`src/rtl/xadc_drp_reader.sv`:
```
// xadc_drp_reader: issues one DRP read of CHANNEL_ADDR per XADC end-of-sequence and returns the sample with a 1-cycle valid.
// Optional read watchdog enabled by macro XADC_DRP_TIMEOUT_EN.  Rev 1.0
`default_nettype none

module xadc_drp_reader #(
  parameter logic [6:0]  CHANNEL_ADDR   = 7'h1F,
  parameter int unsigned TIMEOUT_CYCLES = 255
) (
  input  logic        clk,
  input  logic        reset,
  input  logic        enable,
  input  logic        eos_in,
  input  logic        busy_in,
  input  logic        drdy_in,
  input  logic [15:0] do_in,
  output logic [6:0]  daddr_out,
  output logic        den_out,
  output logic        dwe_out,
  output logic [15:0] di_out,
  output logic [15:0] data_out,
  output logic        data_valid,
  output logic        timeout_err
);

  typedef enum logic [1:0] {
    S_IDLE      = 2'd0,
    S_WAIT_EOS  = 2'd1,
    S_ISSUE     = 2'd2,
    S_WAIT_DRDY = 2'd3
  } state_t;

  state_t      state_q;
  logic        eos_q;
  logic        den_q;
  logic        valid_q;
  logic [15:0] data_q;
  logic        eos_rise;
  logic        unused_ok;

  assign eos_rise  = eos_in & ~eos_q;
  // busy_in is informational only; the read handshake alone paces the FSM.
  assign unused_ok = busy_in ^ (TIMEOUT_CYCLES == 0);

`ifdef XADC_DRP_TIMEOUT_EN
  localparam int CNT_W = ($clog2(TIMEOUT_CYCLES + 1) > 8) ? $clog2(TIMEOUT_CYCLES + 1) : 8;
  localparam logic [CNT_W-1:0] CNT_LAST = CNT_W'(TIMEOUT_CYCLES - 1);

  logic [CNT_W-1:0] cnt_q;
  logic             terr_q;
`endif

  always_ff @(posedge clk or negedge reset) begin
    if (!reset) begin
      state_q <= S_IDLE;
      eos_q   <= 1'b0;
      den_q   <= 1'b0;
      valid_q <= 1'b0;
      data_q  <= 16'h0000;
`ifdef XADC_DRP_TIMEOUT_EN
      cnt_q   <= '0;
      terr_q  <= 1'b0;
`endif
    end else begin
      eos_q   <= eos_in;
      den_q   <= 1'b0;
      valid_q <= 1'b0;
      case (state_q)
        S_IDLE: begin
          if (enable) begin
            state_q <= S_WAIT_EOS;
`ifdef XADC_DRP_TIMEOUT_EN
            terr_q  <= 1'b0;
`endif
          end
        end
        S_WAIT_EOS: begin
          if (!enable) begin
            state_q <= S_IDLE;
          end else if (eos_rise) begin
            state_q <= S_ISSUE;
            den_q   <= 1'b1;
          end
        end
        S_ISSUE: begin
          state_q <= S_WAIT_DRDY;
`ifdef XADC_DRP_TIMEOUT_EN
          cnt_q   <= '0;
`endif
        end
        S_WAIT_DRDY: begin
          // A read in flight always completes, even if enable has dropped.
          if (drdy_in) begin
            data_q  <= do_in;
            valid_q <= 1'b1;
            state_q <= enable ? S_WAIT_EOS : S_IDLE;
          end
`ifdef XADC_DRP_TIMEOUT_EN
          else if (cnt_q == CNT_LAST) begin
            terr_q  <= 1'b1;
            state_q <= enable ? S_WAIT_EOS : S_IDLE;
          end else begin
            cnt_q   <= cnt_q + 1'b1;
          end
`endif
        end
        default: state_q <= S_IDLE;
      endcase
    end
  end

  assign daddr_out  = CHANNEL_ADDR;
  assign den_out    = den_q;
  assign dwe_out    = 1'b0;
  assign di_out     = 16'h0000;
  assign data_out   = data_q;
  assign data_valid = valid_q;
`ifdef XADC_DRP_TIMEOUT_EN
  assign timeout_err = terr_q;
`else
  assign timeout_err = 1'b0;
`endif

endmodule

`default_nettype wire

```
`config.mk`:
```
export PLATFORM = sky130hd
export DESIGN_NAME = xadc_drp_reader
export DESIGN_NICKNAME = d
export VERILOG_FILES = /design/src/rtl/xadc_drp_reader.sv
export SDC_FILE = /design/constraint.sdc
export NUM_CORES = 1
export LEC_CHECK = 0
export ABC_AREA = 1
export CORE_UTILIZATION = 37
export CTS_BUF_LIST = sky130_fd_sc_hd__clkbuf_8
export CTS_CLUSTER_DIAMETER = 200
export DETAILED_ROUTE_END_ITERATION = 16
export HOLD_SLACK_MARGIN = 0.12
export PLACE_DENSITY = 0.81
export SYNTH_ARGS = -nofsm -noshare
export SYNTH_HDL_FRONTEND = slang
export SYNTH_SLANG_ARGS = --single-unit
export TNS_END_PERCENT = 5
```
`constraint.sdc`:
```
create_clock -name clk -period 1.4 [get_ports clk]
set_input_delay 0.35 -clock clk [delete_from_list [all_inputs] [get_ports clk]]
set_output_delay 0.35 -clock clk [all_outputs]
set_load 0.02 [all_outputs]
```
==> results of run 1 <==
==> final timing paths <==
check	slack (ns)	end
setup / recovery	0.09	data_out[9]
hold / removal	0.43	data_out[13]$_DFFE_PN0P_
setup reg to reg	0.34	data_out[13]$_DFFE_PN0P_
hold reg to reg	0.47	data_out[12]$_DFFE_PN0P_
max in group asynchronous	0.77	data_out[11]$_DFFE_PN0P_
min in group clk	0.47	data_out[12]$_DFFE_PN0P_
==> cells in the mapped netlist, drive strengths merged <==
master	instances	share of area
dfrtp	21	0.51
inv	6	0.026
nand2	58	0.21
conb	2	0.0072
buf	27	0.20
nor3	1	0.0048
nor2	3	0.027
nand3	3	0.014
==> where the power goes <==
group          internal, mW  leakage, nW  switching (mW)
combinational         0.406        0.509           0.664
sequential            0.848        0.266           0.148
clock                 0.195       0.0269           0.175
==> state kept, by name, indices dropped and copies added, names as in the netlist, named ones only <==
signal	cells
data_out	16
den_out	1
state_q	1
eos_q	1
data_valid	1
==> cell usage in the layout, fill, tap and decap left out, drive strengths merged <==
cell	instances
buf	3
clkbuf	3
clkdlybuf4s50	20
conb	25
dfrtp	21
dlygate4sd2	18
inv	7
nand2	58
nand3	3
nor2	3
nor3	1
==> routing by layer <==
layer	wire, um	part of all wire	track usage	vias to the layer above
met3	188	0.10	0.0246	5
met5	0	0	0	-
met2	921	0.50	0.243	45
met1	713	0.38	0.126	362
li1	-	-	-	390
met4	36	0.019	0.0750	0
==> layout make-up <==
cell class | count | share of cell area
sequential | 21 | 0.378
timing repair buffer | 41 | 0.283
multi-input combinational | 90 | 0.260
clock buffer | 3 | 0.0297
tap | 30 | 0.0270
inverter | 6 | 0.0198
clock inverter | 1 | 0.00270
==> cell families (layout without fill, tap and decap cells) <==
group | count (synthesis) | after routing | synth area share
flops | 21 | 21 | 0.506
simple gates | 65 | 65 | 0.258
other cells | 2 | 25 | 0.00723
buf+inv | 33 | 51 | 0.229
==> through the flow <==
step	instance area [um^2]	total power, mW	utilization	setup slack, ns	hold slack (ns)
6_report	1390	2.44	0.541	0.0917	0.429
2_1_floorplan	1120	1.71	-	0.334	0.0544
5_1_grt	1390	2.61	0.541	0.0535	0.464
4_1_cts	1390	2.47	0.541	0.0805	0.432
3_5_place_dp	1370	2.25	0.533	-0.0229	0.458
3_3_place_gp	1370	2.19	0.533	0.0146	0.453
==> metrics.txt, run 1 <==
Skew-Pair Late Insertion Delay=about 0.25 ns; CP arrival=between 0.9 and 1 ns; slowest stage delay, CP=0.38 ns; final non-filler cell total=192; Crit path required time=1.05 ns; sequential area share after synthesis=0.506; fin crit share=0.935; Final Max Slew Viols=0; IO buf count=38; critical path cell sequence=dlygate4sd2_1; cell count after synthesis=about 120; Remaining DRCs=0; Max-Cap Viols=0; # rows=18; I/O pins=65; Iter 0 DRT Violations=5; CTS max path bufs=2; die height=~55 um; CTS tree=built; FF+latch count, synth=21; max frequency=about 760 MHz; Multi-input gate area=approximately 360 um^2; H-tree depth=1; WL/cell=~9.7 um; fillcell total=roughly 250; Final setup viols=0; clk sink count=21; pwr dens=between 1500 and 2000 mW/mm^2; ANT cells=0; cts repair resizes=18; Netlist Area Pre-Place=0.00104 mm^2; status=finished, final reports clean; number of CTS-inserted buffers=3; worst vdd ir=between 0.0009 and 0.001 V; R2R depth=5; core area=about 0.0026 mm^2; Slowest-stage cell, CP=dfrtp_1; crit path time final=between 1 and 1.5 ns; Synth-to-Final Area Change=33.9%; CP top delay family=flip-flops; WS Path Type=reg -> out; number of global-route vias before repair=662; final setup TNS=0 ns; Worst setup SP type=flop; Max FO, Critical Path=2; yosys warns=0; Die X=55.0 um; Detail Placement HPWL=between 1.5 and 2 mm; Hold WC Path Type=in -> async; Initial Util=0.404; GRT Util Overall=0.128; NumNets Final=185; Leakage=0.802 nW; drt pass-1 iters=4; unrepaired setup endpoints after global routing=false; Cells after DPL=around 190; layout cells sized above 1=0.0617; Post-Route WL=around 1.9 mm; Hold Vio Cnt, Final=0; Synth cell types=12; CP startpoint=data_out[9]$_DFFE_PN0P_; Root Buffer=clkbuf_8; Crit. End Element=output port; GPL Wtd Cong=around 0.64; Final ANT Viol Nets=0; Post-Syn Area per Cell=~8.6 um^2; via count=802; first-pass GRT wire length=2.66 mm; largest net degree at the start of global routing=22; aggregate global routing overflow=0; worst path bufs/invs=1; Post-CTS Setup Inserts=0; Hold-fix buffers, CTS=0; initial antenna violation count=0; register area=around 530 um^2; die area=between 0.003 and 0.004 mm^2; Critical Path Stages=1; Vias/cell=4.18; CTS clk-pin slew, worst paths=0.07 ns; clk_skew=around 0.00087 ns
(Power assumes the default switching activity.)
==> inputs of run 2 (changes only) <==
- CORE_UTILIZATION: 37 -> 34
- PLACE_DENSITY: 0.81 -> 0.78
- clock period: 1.4 -> 1.1 ns (I/O delays scaled with it)
==> run 2 against run 1 <==
Compared with the run above: the run now ends with DRC left; sequential cell count stayed put; routed wire length is 1.4% higher; worst hold slack worse by 0.099 ns; global-route usage is 0.92 points lower; first-iteration DRC count grew to 10 times the previous value; utilization is 6.5 points lower; critical endpoint is now data_out[4]; highest routed layer unchanged.
==> metrics.txt, run 2 (synthesized netlist as in run 1, its figures left out) <==
Critical Path Stages=1 (unchanged); worst path bufs/invs=1 (unchanged); most common cell after layout, fill and taps aside=nand2_1; Iter 0 DRT Violations=51 (+46); WS Path Type=reg -> out; crit path time final=~1.1 ns; Post-CTS Setup Inserts=0 (unchanged); WHS Path Cells=3; die height=57.3 um (+4.2%); CTS tree=built; IO buf count=38 (unchanged); core area=0.00283 mm^2 (+10%); first-pass GRT wire length=2.96 mm (+11%); Crit path required time=0.82 ns (-0.23 ns); worst vdd ir=0.000576 V (-39%); I/O pins=65 (unchanged); clk sink count=21 (unchanged); Worst setup SP type=flop; CP startpoint=data_out[4]$_DFFE_PN0P_; crit path capture=data_out[4]; R2R depth=5 (unchanged); CP top delay family=flip-flops; fillcell total=291 (+19%); Final setup viols=0 (unchanged); clk_skew=0.000891 ns (+0.0000206 ns); fin crit share=0.975; Net Sw Frac=0.411 (+0.00587); most frequent cells in the layout=57 x nand2_1, 25 x conb_1, 19 x dfrtp_1, 18 x clkdlybuf4s50_1, 17 x buf_2; Final Cell Area=0.00135 mm^2 (-3.1%); Clk pwr share=0.152 (about the same); critical path cell sequence=buf_2; Root Buffer=clkbuf_8; number of global-route vias before repair=715 (+8.0%); Slowest-stage cell, CP=dfrtp_1; CTS clk-pin slew, worst paths=0.07 ns (about the same); Post-Route WL=1.89 mm (+1.4%); slowest stage delay, CP=0.39 ns (about the same); Remaining DRCs=6 (+6); Hold WC Path Type=in -> reg; Die X=57.3 um (+4.2%); largest net degree at the start of global routing=22 (unchanged); Final Max Slew Viols=0 (unchanged); failing checks=DRC; CTS max path bufs=2 (unchanged); minimum hold slack=0.329 ns (-0.0993 ns); design internal power=1.80 mW (+24%); GPL Wtd Cong=0.648 (+0.86%); Max FO, Critical Path=2 (unchanged); Largest register FFs=16 (unchanged); unrepaired setup endpoints after global routing=true; placed cell areas=0.00138 mm^2 (+0.64%); aggregate global routing overflow=0 (unchanged); Vias/cell=3.95 (-5.5%); Synth-to-Final Area Change=29.8%; Skew-Pair Late Insertion Delay=0.25 ns (about the same); Leakage=0.792 nW (-1.3%); worst flop-to-flop path endpoint=data_out[5]$_DFFE_PN0P_; number of CTS-inserted buffers=3 (unchanged); drt pass-1 iters=11 (+7); CP arrival=0.80 ns (-0.16 ns); via count=766 (-4.5%); Max-Cap Viols=0 (unchanged); pwr dens=2270 mW/mm^2 (+30%); power share of the sequential group=0.422 (+0.013); Initial Util=0.367 (-0.0374); max frequency=between 900 and 1000 MHz; register-to-register path setup slack=0.09 ns (-0.25 ns); Crit. End Element=output port; Detail Placement HPWL=1.50 mm (-1.0%); Combinational Power Share=0.427 (-0.012); NumNets Final=186 (+0.54%); # rows=19 (+1); die area=0.00328 mm^2 (+8.5%); H-tree depth=1 (unchanged); status=finished, violations left; layout cells sized above 1=0.196 (+0.135); Net Switching=1.26 mW (+27%); ANT cells=0 (unchanged); Final ANT Viol Nets=0 (unchanged); WL/cell=9.72 um (+0.35%); initial antenna violation count=0 (unchanged); Hold Vio Cnt, Final=0 (unchanged); GRT Util Overall=0.119 (-0.00920)
## run 2: final cells by class
type                    instances  area [um^2]  area share
repair buffers                 42          344       0.255
clock inverters                 1         3.75     0.00279
inverters                       6         27.5      0.0204
clock buffers                   3         41.3      0.0306
well taps                      31         38.8      0.0288
multi-input cells              90          364       0.270
flip-flops and latches         21          528       0.392
## run 2: worst min path at each step
stage                                         from                         end  slack, ns
after floorplan                              reset  asynchronous set/reset pin      -0.02
after global placement     data_out[9]$_DFFE_PN0P_     data_out[9]$_DFFE_PN0P_       0.45
after detailed placement  data_out[11]$_DFFE_PN0P_    data_out[11]$_DFFE_PN0P_       0.46
after CTS                                    reset     data_out[2]$_DFFE_PN0P_       0.37
after global routing                        enable      state_q[0]$_DFFE_PN0P_       0.36
final                                       enable      state_q[0]$_DFFE_PN0P_       0.33
## run 2: power by group through the flow
| stage | logic, mW | registers (mW) | clock network (mW) |
|---|---|---|---|
| 4_1_cts | 1.30 | 1.27 | 0.485 |
| 2_1_floorplan | 0.568 | 1.61 | 0 |
| 5_1_grt | 1.45 | 1.33 | 0.519 |
| 3_5_place_dp | 1.55 | 1.30 | 0 |
| 3_3_place_gp | 1.52 | 1.27 | 0 |
| 6_report | 1.31 | 1.29 | 0.464 |
## run 2: metrics by stage
stage	setup TNS [ns]	std cells	power, mW	utilization	worst slack, ns
2_1_floorplan	0	144	2.18	-	0.0338
3_3_place_gp	-5.49	190	2.79	0.487	-0.208
3_5_place_dp	-5.81	190	2.85	0.487	-0.234
4_1_cts	0	194	3.06	0.471	0.00987
5_1_grt	-0.0246	194	3.30	0.476	-0.0107
6_report	0	194	3.06	0.476	0.0280
## run 2: metal layers
metal / track usage / wire length [um] / vias to the layer above
li1: - / - / 392
met1: 0.134 / 722 / 342
met2: 0.217 / 1010 / 30
met3: 0.0159 / 130 / 2
met4: 0.0627 / 27 / 0
met5: 0 / 0 / -
## run 2: what timing repair did
item                                    CTS  global route
pin swaps                                 0             0
gates resized for setup                  72             7
endpoints found under the setup margin   18            20
hold endpoints to repair                  0             0
hold buffers                              0             0
